**config.mk**
```make
export PLATFORM = sky130hd
export DESIGN_NAME = ysyx_23060236_btb_updater
export DESIGN_NICKNAME = d
export VERILOG_FILES = /design/src/rtl/ysyx_23060236_btb_updater.sv
export SDC_FILE = /design/constraint.sdc
export NUM_CORES = 1
export LEC_CHECK = 0
export ABC_AREA = 1
export CORE_ASPECT_RATIO = 1.2
export CORE_UTILIZATION = 48
export CTS_CLUSTER_DIAMETER = 200
export DETAILED_ROUTE_END_ITERATION = 10
export PLACE_DENSITY = 0.77
export SLEW_MARGIN = 40
export SYNTH_ARGS = -nofsm -noshare
export SYNTH_HDL_FRONTEND = slang
export SYNTH_SLANG_ARGS = --single-unit
```
**constraint.sdc**
```tcl
create_clock -name clock -period 3.07 [get_ports clock]
set_input_delay 0.307 -clock clock [delete_from_list [all_inputs] [get_ports clock]]
set_output_delay 0.307 -clock clock [all_outputs]
set_load 0.005 [all_outputs]
```
**src/rtl/ysyx_23060236_btb_updater.sv**
```systemverilog
// ysyx_23060236_btb_updater
//   Writer side of the BTB, placed at the end of EXU. It compares the next PC
//   that fetch used against the resolved next PC. On a mismatch it:
//     - raises a registered one-cycle redirect to IFU,
//     - squashes wrong-path results for FLUSH_CYCLES cycles,
//     - queues a {pc, target} correction in a small coalescing FIFO.
//   The FIFO drains onto the BTB write port under a valid/ready handshake.
//   Branch and mispredict performance counters are also kept here.
//
// Ports
//   clock, reset        : clock and synchronous active-high reset
//   in_valid / in_ready : handshake for resolved results
//   in_pc               : PC of the resolved instruction
//   in_pred_npc         : next PC that fetch used
//   in_actual_npc       : architecturally correct next PC
//   in_is_branch        : branch/jump flag, used only by the perf counter
//   redirect_valid/_pc  : one-cycle refetch request and its target
//   btb_wvalid/_wready  : BTB write handshake, driven from the FIFO head
//   btb_awaddr/_wdata   : write PC (tag/index source) and write target
//   perf_branch_cnt     : number of accepted branches/jumps
//   perf_mispred_cnt    : number of accepted mispredictions
module ysyx_23060236_btb_updater #(
    parameter int unsigned ADDR_LEN     = 32,
    parameter int unsigned QDEPTH       = 2,
    parameter int unsigned FLUSH_CYCLES = 1
) (
    input  logic                clock,
    input  logic                reset,
    input  logic                in_valid,
    output logic                in_ready,
    input  logic [ADDR_LEN-1:0] in_pc,
    input  logic [ADDR_LEN-1:0] in_pred_npc,
    input  logic [ADDR_LEN-1:0] in_actual_npc,
    input  logic                in_is_branch,
    output logic                redirect_valid,
    output logic [ADDR_LEN-1:0] redirect_pc,
    output logic                btb_wvalid,
    input  logic                btb_wready,
    output logic [ADDR_LEN-1:0] btb_awaddr,
    output logic [ADDR_LEN-1:0] btb_wdata,
    output logic [31:0]         perf_branch_cnt,
    output logic [31:0]         perf_mispred_cnt
);

    localparam int unsigned PW = (QDEPTH > 1) ? $clog2(QDEPTH) : 1;
    localparam int unsigned CW = $clog2(QDEPTH + 1);
    localparam logic [31:0] FLUSH_LAST = (FLUSH_CYCLES > 0) ? 32'(FLUSH_CYCLES - 1) : 32'd0;

    typedef enum logic [1:0] {
        ST_RUN,
        ST_REDIR,
        ST_FLUSH
    } state_e;

    state_e              state_q, state_d;
    logic [31:0]         flush_cnt_q, flush_cnt_d;
    logic [ADDR_LEN-1:0] redir_pc_q, redir_pc_d;
    logic [PW-1:0]       wr_ptr_q, wr_ptr_d;
    logic [PW-1:0]       rd_ptr_q, rd_ptr_d;
    logic [CW-1:0]       count_q, count_d;
    logic [ADDR_LEN-1:0] mem_pc_q  [QDEPTH];
    logic [ADDR_LEN-1:0] mem_pc_d  [QDEPTH];
    logic [ADDR_LEN-1:0] mem_tgt_q [QDEPTH];
    logic [ADDR_LEN-1:0] mem_tgt_d [QDEPTH];
    logic [31:0]         branch_cnt_q, branch_cnt_d;
    logic [31:0]         mispred_cnt_q, mispred_cnt_d;

    logic          full, empty;
    logic          accept, mispred, pop;
    logic          coalesce, alloc;
    logic [PW-1:0] tail_ptr;

    always_comb begin
        full     = (count_q == CW'(QDEPTH));
        empty    = (count_q == '0);
        in_ready = (state_q == ST_RUN) && !full;
        accept   = in_valid && in_ready;
        mispred  = accept && (in_actual_npc != in_pred_npc);
        pop      = !empty && btb_wready;
        tail_ptr = wr_ptr_q - PW'(1);
        // Coalescing into the tail is unsafe when that tail is the head being
        // written out this cycle: the new target would be lost, so allocate.
        coalesce = mispred && !empty && (mem_pc_q[tail_ptr] == in_pc)
                   && !(pop && (count_q == CW'(1)));
        alloc    = mispred && !coalesce;
    end

    always_comb begin
        mem_pc_d  = mem_pc_q;
        mem_tgt_d = mem_tgt_q;
        wr_ptr_d  = wr_ptr_q;
        rd_ptr_d  = rd_ptr_q;
        count_d   = count_q;

        if (coalesce) begin
            mem_tgt_d[tail_ptr] = in_actual_npc;
        end
        if (alloc) begin
            mem_pc_d[wr_ptr_q]  = in_pc;
            mem_tgt_d[wr_ptr_q] = in_actual_npc;
            wr_ptr_d            = wr_ptr_q + PW'(1);
        end
        if (pop) begin
            rd_ptr_d = rd_ptr_q + PW'(1);
        end
        case ({alloc, pop})
            2'b10:   count_d = count_q + CW'(1);
            2'b01:   count_d = count_q - CW'(1);
            default: count_d = count_q;
        endcase
    end

    always_comb begin
        state_d     = state_q;
        flush_cnt_d = flush_cnt_q;
        redir_pc_d  = redir_pc_q;

        case (state_q)
            ST_RUN: begin
                if (mispred) begin
                    state_d    = ST_REDIR;
                    redir_pc_d = in_actual_npc;
                end
            end
            ST_REDIR: begin
                flush_cnt_d = '0;
                state_d     = (FLUSH_CYCLES == 0) ? ST_RUN : ST_FLUSH;
            end
            ST_FLUSH: begin
                if (flush_cnt_q == FLUSH_LAST) begin
                    state_d = ST_RUN;
                end else begin
                    flush_cnt_d = flush_cnt_q + 32'd1;
                end
            end
            default: state_d = ST_RUN;
        endcase
    end

    always_comb begin
        branch_cnt_d  = branch_cnt_q + {31'd0, accept && in_is_branch};
        mispred_cnt_d = mispred_cnt_q + {31'd0, mispred};
    end

    always_ff @(posedge clock) begin
        if (reset) begin
            state_q       <= ST_RUN;
            flush_cnt_q   <= '0;
            redir_pc_q    <= '0;
            wr_ptr_q      <= '0;
            rd_ptr_q      <= '0;
            count_q       <= '0;
            branch_cnt_q  <= '0;
            mispred_cnt_q <= '0;
        end else begin
            state_q       <= state_d;
            flush_cnt_q   <= flush_cnt_d;
            redir_pc_q    <= redir_pc_d;
            wr_ptr_q      <= wr_ptr_d;
            rd_ptr_q      <= rd_ptr_d;
            count_q       <= count_d;
            branch_cnt_q  <= branch_cnt_d;
            mispred_cnt_q <= mispred_cnt_d;
        end
    end

    // Entry storage needs no reset: occupancy is tracked by count_q and the
    // outputs are gated while the FIFO is empty.
    always_ff @(posedge clock) begin
        mem_pc_q  <= mem_pc_d;
        mem_tgt_q <= mem_tgt_d;
    end

    assign redirect_valid   = (state_q == ST_REDIR);
    assign redirect_pc      = redir_pc_q;
    assign btb_wvalid       = !empty;
    assign btb_awaddr       = empty ? '0 : mem_pc_q[rd_ptr_q];
    assign btb_wdata        = empty ? '0 : mem_tgt_q[rd_ptr_q];
    assign perf_branch_cnt  = branch_cnt_q;
    assign perf_mispred_cnt = mispred_cnt_q;

endmodule

```
### Word level (Yosys, flattened, before mapping)

Cells that the tools add are included.

| word-level totals | value |
|---|---|
| bits in registers | 262 |
| bits of input ports | 101 |
| output and inout bits | 163 |
| word-level logic and storage cells | 89 |

| operators by class | value |
|---|---|
| add/sub/neg operators | 8 |
| order comparisons | 5 |
| equality and inequality tests | 11 |
| multiplexer cells | 26 |
| bitwise gates (word level) | 3 |
| reductions and logical operators | 24 |

Operator list:

| kind | number |
|---|---|
| 2-to-1 mux 32 bit | 14 |
| bitwise mux 64 bit | 3 |
| 2-to-1 mux 64 bit | 2 |
| adder 32 x 1 -> 32 bit | 2 |
| demux 32 bit (select 1 bit) | 2 |
| one-hot mux 32 bit (2 select lines) | 1 |
| adder 32 x 1 -> 32 bit, second input constant | 1 |
| == test 32 bit | 1 |
| logical NOT 32 bit | 1 |
| inequality test 32 bit | 1 |
| logical AND 1 bit | 12 |
| == test 2 x 1 -> 1 bit, second input constant | 3 |
| == test 2 bit, second input constant | 3 |
| greater-or-equal comparator 2 bit, second input constant | 3 |
| inequality test 2 bit, second input constant | 3 |
| NOT 1 -> 2 bit | 3 |
| one-hot mux 2 bit (3 select lines) | 1 |
| AND reduction 2 bit | 3 |
| logical NOT 1 bit | 4 |
| logical NOT 2 bit | 2 |
| less-than comparator 2 x 1 -> 1 bit, second input constant | 2 |
| 2-to-1 mux 2 bit | 2 |
| one-hot mux 2 bit (2 select lines) | 1 |
| nonzero test 2 bit | 2 |
| 4 further kinds | 5 |

### Longest topological paths before layout

| depth | value |
|---|---|
| depth in word-level cells | 12 |
| mapped depth | 26 |
| mapped depth without buffers | 24 |

### Least setup slack after synthesis

No wires, ideal clock.

| path | value |
|---|---|
| kind | reg2reg |
| from | register count_q[0] |
| to | register mispred_cnt_q[30] (netlist: perf_mispred_cnt[30]) |
| library setup time | 115 ps |
| arrival time | 3,196 ps |
| slack | -241 ps |
| cell stages (with the launch flop) | 23 |
| path buffers | 2 |
| clock period less this slack | 3,311 ps |
| path through | dfxtp_1 inv_1 ha_1 nor3_1 nand2_1 inv_1 nand2_1 inv_2 clkbuf_1 clkbuf_1 ha_1 nand2_1 inv_1 nand2_1 nor2_1 nand2_1 nor2_1 nand2_1 nor2_1 nand2_1 nor2_1 a21oi_1 o21a_1 |

| on the way | value |
|---|---|
| cells in the longest elaborated chain, start to end | 6 |

RTL lines:

| what | line | source |
|---|---|---|
| start, declared | 60 | `logic [CW-1:0] count_q, count_d;` |
| start signal, assigned | 161 | `count_q <= count_d;` |
| == test 2 bit | 74 | `full = (count_q == CW'(QDEPTH));` |
| logical NOT 1 bit | 76 | `in_ready = (state_q == ST_RUN) && !full;` |
| logical AND 1 bit | 76 |  |
| via in_ready | 30 | `output logic in_ready,` |
| logical AND 1 bit | 77 | `accept = in_valid && in_ready;` |
| logical AND 1 bit | 78 | `mispred = accept && (in_actual_npc != in_pred_npc);` |
| adder 32 x 1 -> 32 bit | 142 | `mispred_cnt_d = mispred_cnt_q + {31'd0, mispred};` |
| end signal, assigned | 163 | `mispred_cnt_q <= mispred_cnt_d;` |
| end, declared | 66 | `logic [31:0] mispred_cnt_q, mispred_cnt_d;` |

The timed path passes the listed nets, and every way through them passes these cells.
A chain may end at the register's enable or synchronous reset.

### Worst setup path after layout

| path | value |
|---|---|
| from | register count_q[0] |
| to | output port btb_awaddr[26] |

| on the way | value |
|---|---|
| cells in the longest elaborated chain, start to end | 2 |

RTL lines:

| what | line | source |
|---|---|---|
| logical NOT 2 bit | 75 | `empty = (count_q == '0);` |
| 2-to-1 mux 32 bit | 177 | `assign btb_awaddr = empty ? '0 : mem_pc_q[rd_ptr_q];` |
| end, declared | 39 | `output logic [ADDR_LEN-1:0] btb_awaddr,` |

No other way between the ends.

==> impl_metrics.yaml <==
run_status:
  status: "completed"
sta:
  finalCriticalPeriod_ns: 2.91
  period_share_pct: 94.7
  clock_skew_ns: 0.0127
  tightest_slew_ns: 0.745
  fmax_mhz: 344
  setup_viol: 0
  drv_slew: 0
  slew-limit-headroom_pct: 50.4
  hold_viol_final: 0
layout:
  syn_to_final_growth_pct: 29.8
  stdcell_count: 2937
  n_antenna_cell: 0
  most-common-layout-cells: "nand2_1, nor2_1, clkdlybuf4s50_1"
  nNetsFinal: 2637
  drive_gt1_share_pct: 6.64
  stdcell_area_mm2: 0.0191
  mostFrequentLayoutCell: "nand2_1"
  fin_util_pct: 64.0
critical_path:
  worstPathMaxFanout: 45
  arrival_ns: 2.60
  start_kind: "register"
  crit_type: "reg -> out"
  ff2ff_setup_slack_ns: 0.27
  cp.required_ns: 2.76
  cp-end-kind: "primary output"
yosys:
  synth_xor_area_share_pct: 2.20
  synth-seq-area-share_pct: 40.0
  netlist_instances: 2263
  synth_top_family_by_area: "simple AND/OR/NAND/NOR gates"
  ys_types: 33
  yosysWarnings: 0
  synth-edff-count: 64
  synth_fp_nets: 2374
  synthArstFlopShare_pct: 0
  ys.flop_type: "dfxtp_1"
  synth_compound_area_share_pct: 9.06
  synthMuxAreaShare_pct: 0
  synthesis.area_mm2: 0.0147
  synthAdderAreaFrac_pct: 0.849
  ys_seq_elements: 262
  synthSimpleGateAreaFrac_pct: 40.2
  syn_area_per_cell_um2: 6.51
global_route:
  grt_usage_pct: 28.2
  grt_max_degree: 125
  antenna_found_initial: 0
  grt_pass1_wl_um: 73300
  grt_pass1_vias: 14900
  grt_overflow: 0
place:
  place_inst: 2886
  port-buffer-count: 263
  gp_congestion: 0.954
  place_hpwl_um: 30300
  place_area_mm2: 0.0181
clock_network:
  cts_num_sinks: 262
  clock_path_buffers: 3
  cts.clk_slew.worst_paths_ns: 0.07
  cts_tree: "built"
  clk_latency_ns: 0.55
  htreeDepth: 1
  hold_buffers: 0
  cts-root-buf: "clkbuf_16"
  cts_buffers: 28
route:
  wl_per_cell_um: 15.4
  drt-total-wl_um: 45200
  via_per_inst: 5.41
  drtIter0Drc: 1508
  drc: 0
  ant_nets: 0
  num_vias: 15900
  dr.pass1.iters: 6
pwr:
  leakage_nw: 8.27
  power_mw: 13.1
  peakVddDrop_v: 0.000455
  p_per_area_mw_per_mm2: 687
floorplanning:
  die_area_mm2: 0.0314
  rows: 69
  die_h_um: 194
  die_width_um: 162
  core-area_mm2: 0.0299
  start_util_pct: 49.3
  io_pins: 264
run:
  cap_viol_max_count: 0
min_path:
  min_path_type: "in -> reg"
==> power by group <==
part / total [mW] / switching [mW] / internal, mW
clock network: 3.51 / 1.42 / 2.09
registers: 4.68 / 0.443 / 4.24
logic: 4.95 / 2.77 / 2.17
==> Yosys cell counts, types with 28 or more instances <==
cell type	n	share of area, %
a21oi_1	84	2.9
buf_2	28	0.95
clkbuf_1	75	1.9
dfxtp_1	198	27
edfxtp_1	64	13
inv_1	161	4.1
nand2_1	787	20
nand3_1	149	5.1
nand4_1	93	3.9
nor2_1	296	7.5
nor3_1	43	1.5
o21ai_0	153	5.2
xnor2_1	29	1.7
==> kinds of logic after synthesis <==
family	Yosys count
xor gates and xnor gates	37
adders and majority gates	10
DFF	262
AOI/OAI and AO/OA	257
and+or+nand+nor	1415
buffers and inverters	282
==> layer usage <==
| metal | wire (um) | up-vias | GRT usage (%) |
|---|---|---|---|
| met1 | 18300 | 7279 | 35.1 |
| met3 | 3370 | 109 | 4.43 |
| li1 | - | 7874 | - |
| met2 | 22100 | 622 | 49.0 |
| met4 | 1460 | 0 | 9.68 |
| met5 | 0 | - | 0 |
==> final timing paths <==
kind	depth (start not counted)	startpoint	end
setup / recovery	7	count_q[0]	btb_awaddr[26]
setup reg to reg	14	wr_ptr_q	mem_tgt_q[49]
hold reg to reg	1	perf_branch_cnt[31]	perf_branch_cnt[31]
hold / removal	4	reset	perf_branch_cnt[17]
==> repair_timing <==
action                     in CTS  in global routing
setup buffers                   0                  0
resized for setup               0                 18
setup endpoints to repair       0                 68
==> layout make-up <==
class | instances | area [um^2]
well taps | 390 | 488
clock buffers | 38 | 773
multi-input cells | 1719 | 7800
clock inverters | 13 | 166
fillers | 2664 | 10800
flip-flops and latches | 262 | 5890
repair buffers | 350 | 3370
inverters | 165 | 626
==> through the flow <==
stage               setup slack, ns  setup TNS [ns]  hold slack [ns]
global placement             0.0854               0            0.443
detailed placement           0.0185               0            0.462
CTS                          0.0665               0            0.232
global route               -0.00424        -0.00424            0.282
finish                        0.162               0            0.266
floorplan                    0.0415               0            0.406
==> critical path, stage by stage (launching register included) <==
cell and delay [ns]:
dfxtp_1 0.33, inv_1 0.08, ha_1 0.26, clkinvlp_4 0.23
buf_12 0.27, o21ai_0 0.13, a21oi_1 0.19, clkdlybuf4s50_1 0.54
==> registers in the layout, indices dropped and copies added (netlist names) <==
register	cells
count_q	2
flush_cnt_q	32
mem_pc_q	64
mem_tgt_q	64
perf_branch_cnt	32
perf_mispred_cnt	32
rd_ptr_q	1
redirect_pc	32
state_q	2
wr_ptr_q	1
No activity file was read; power rests on OpenSTA's default activity.
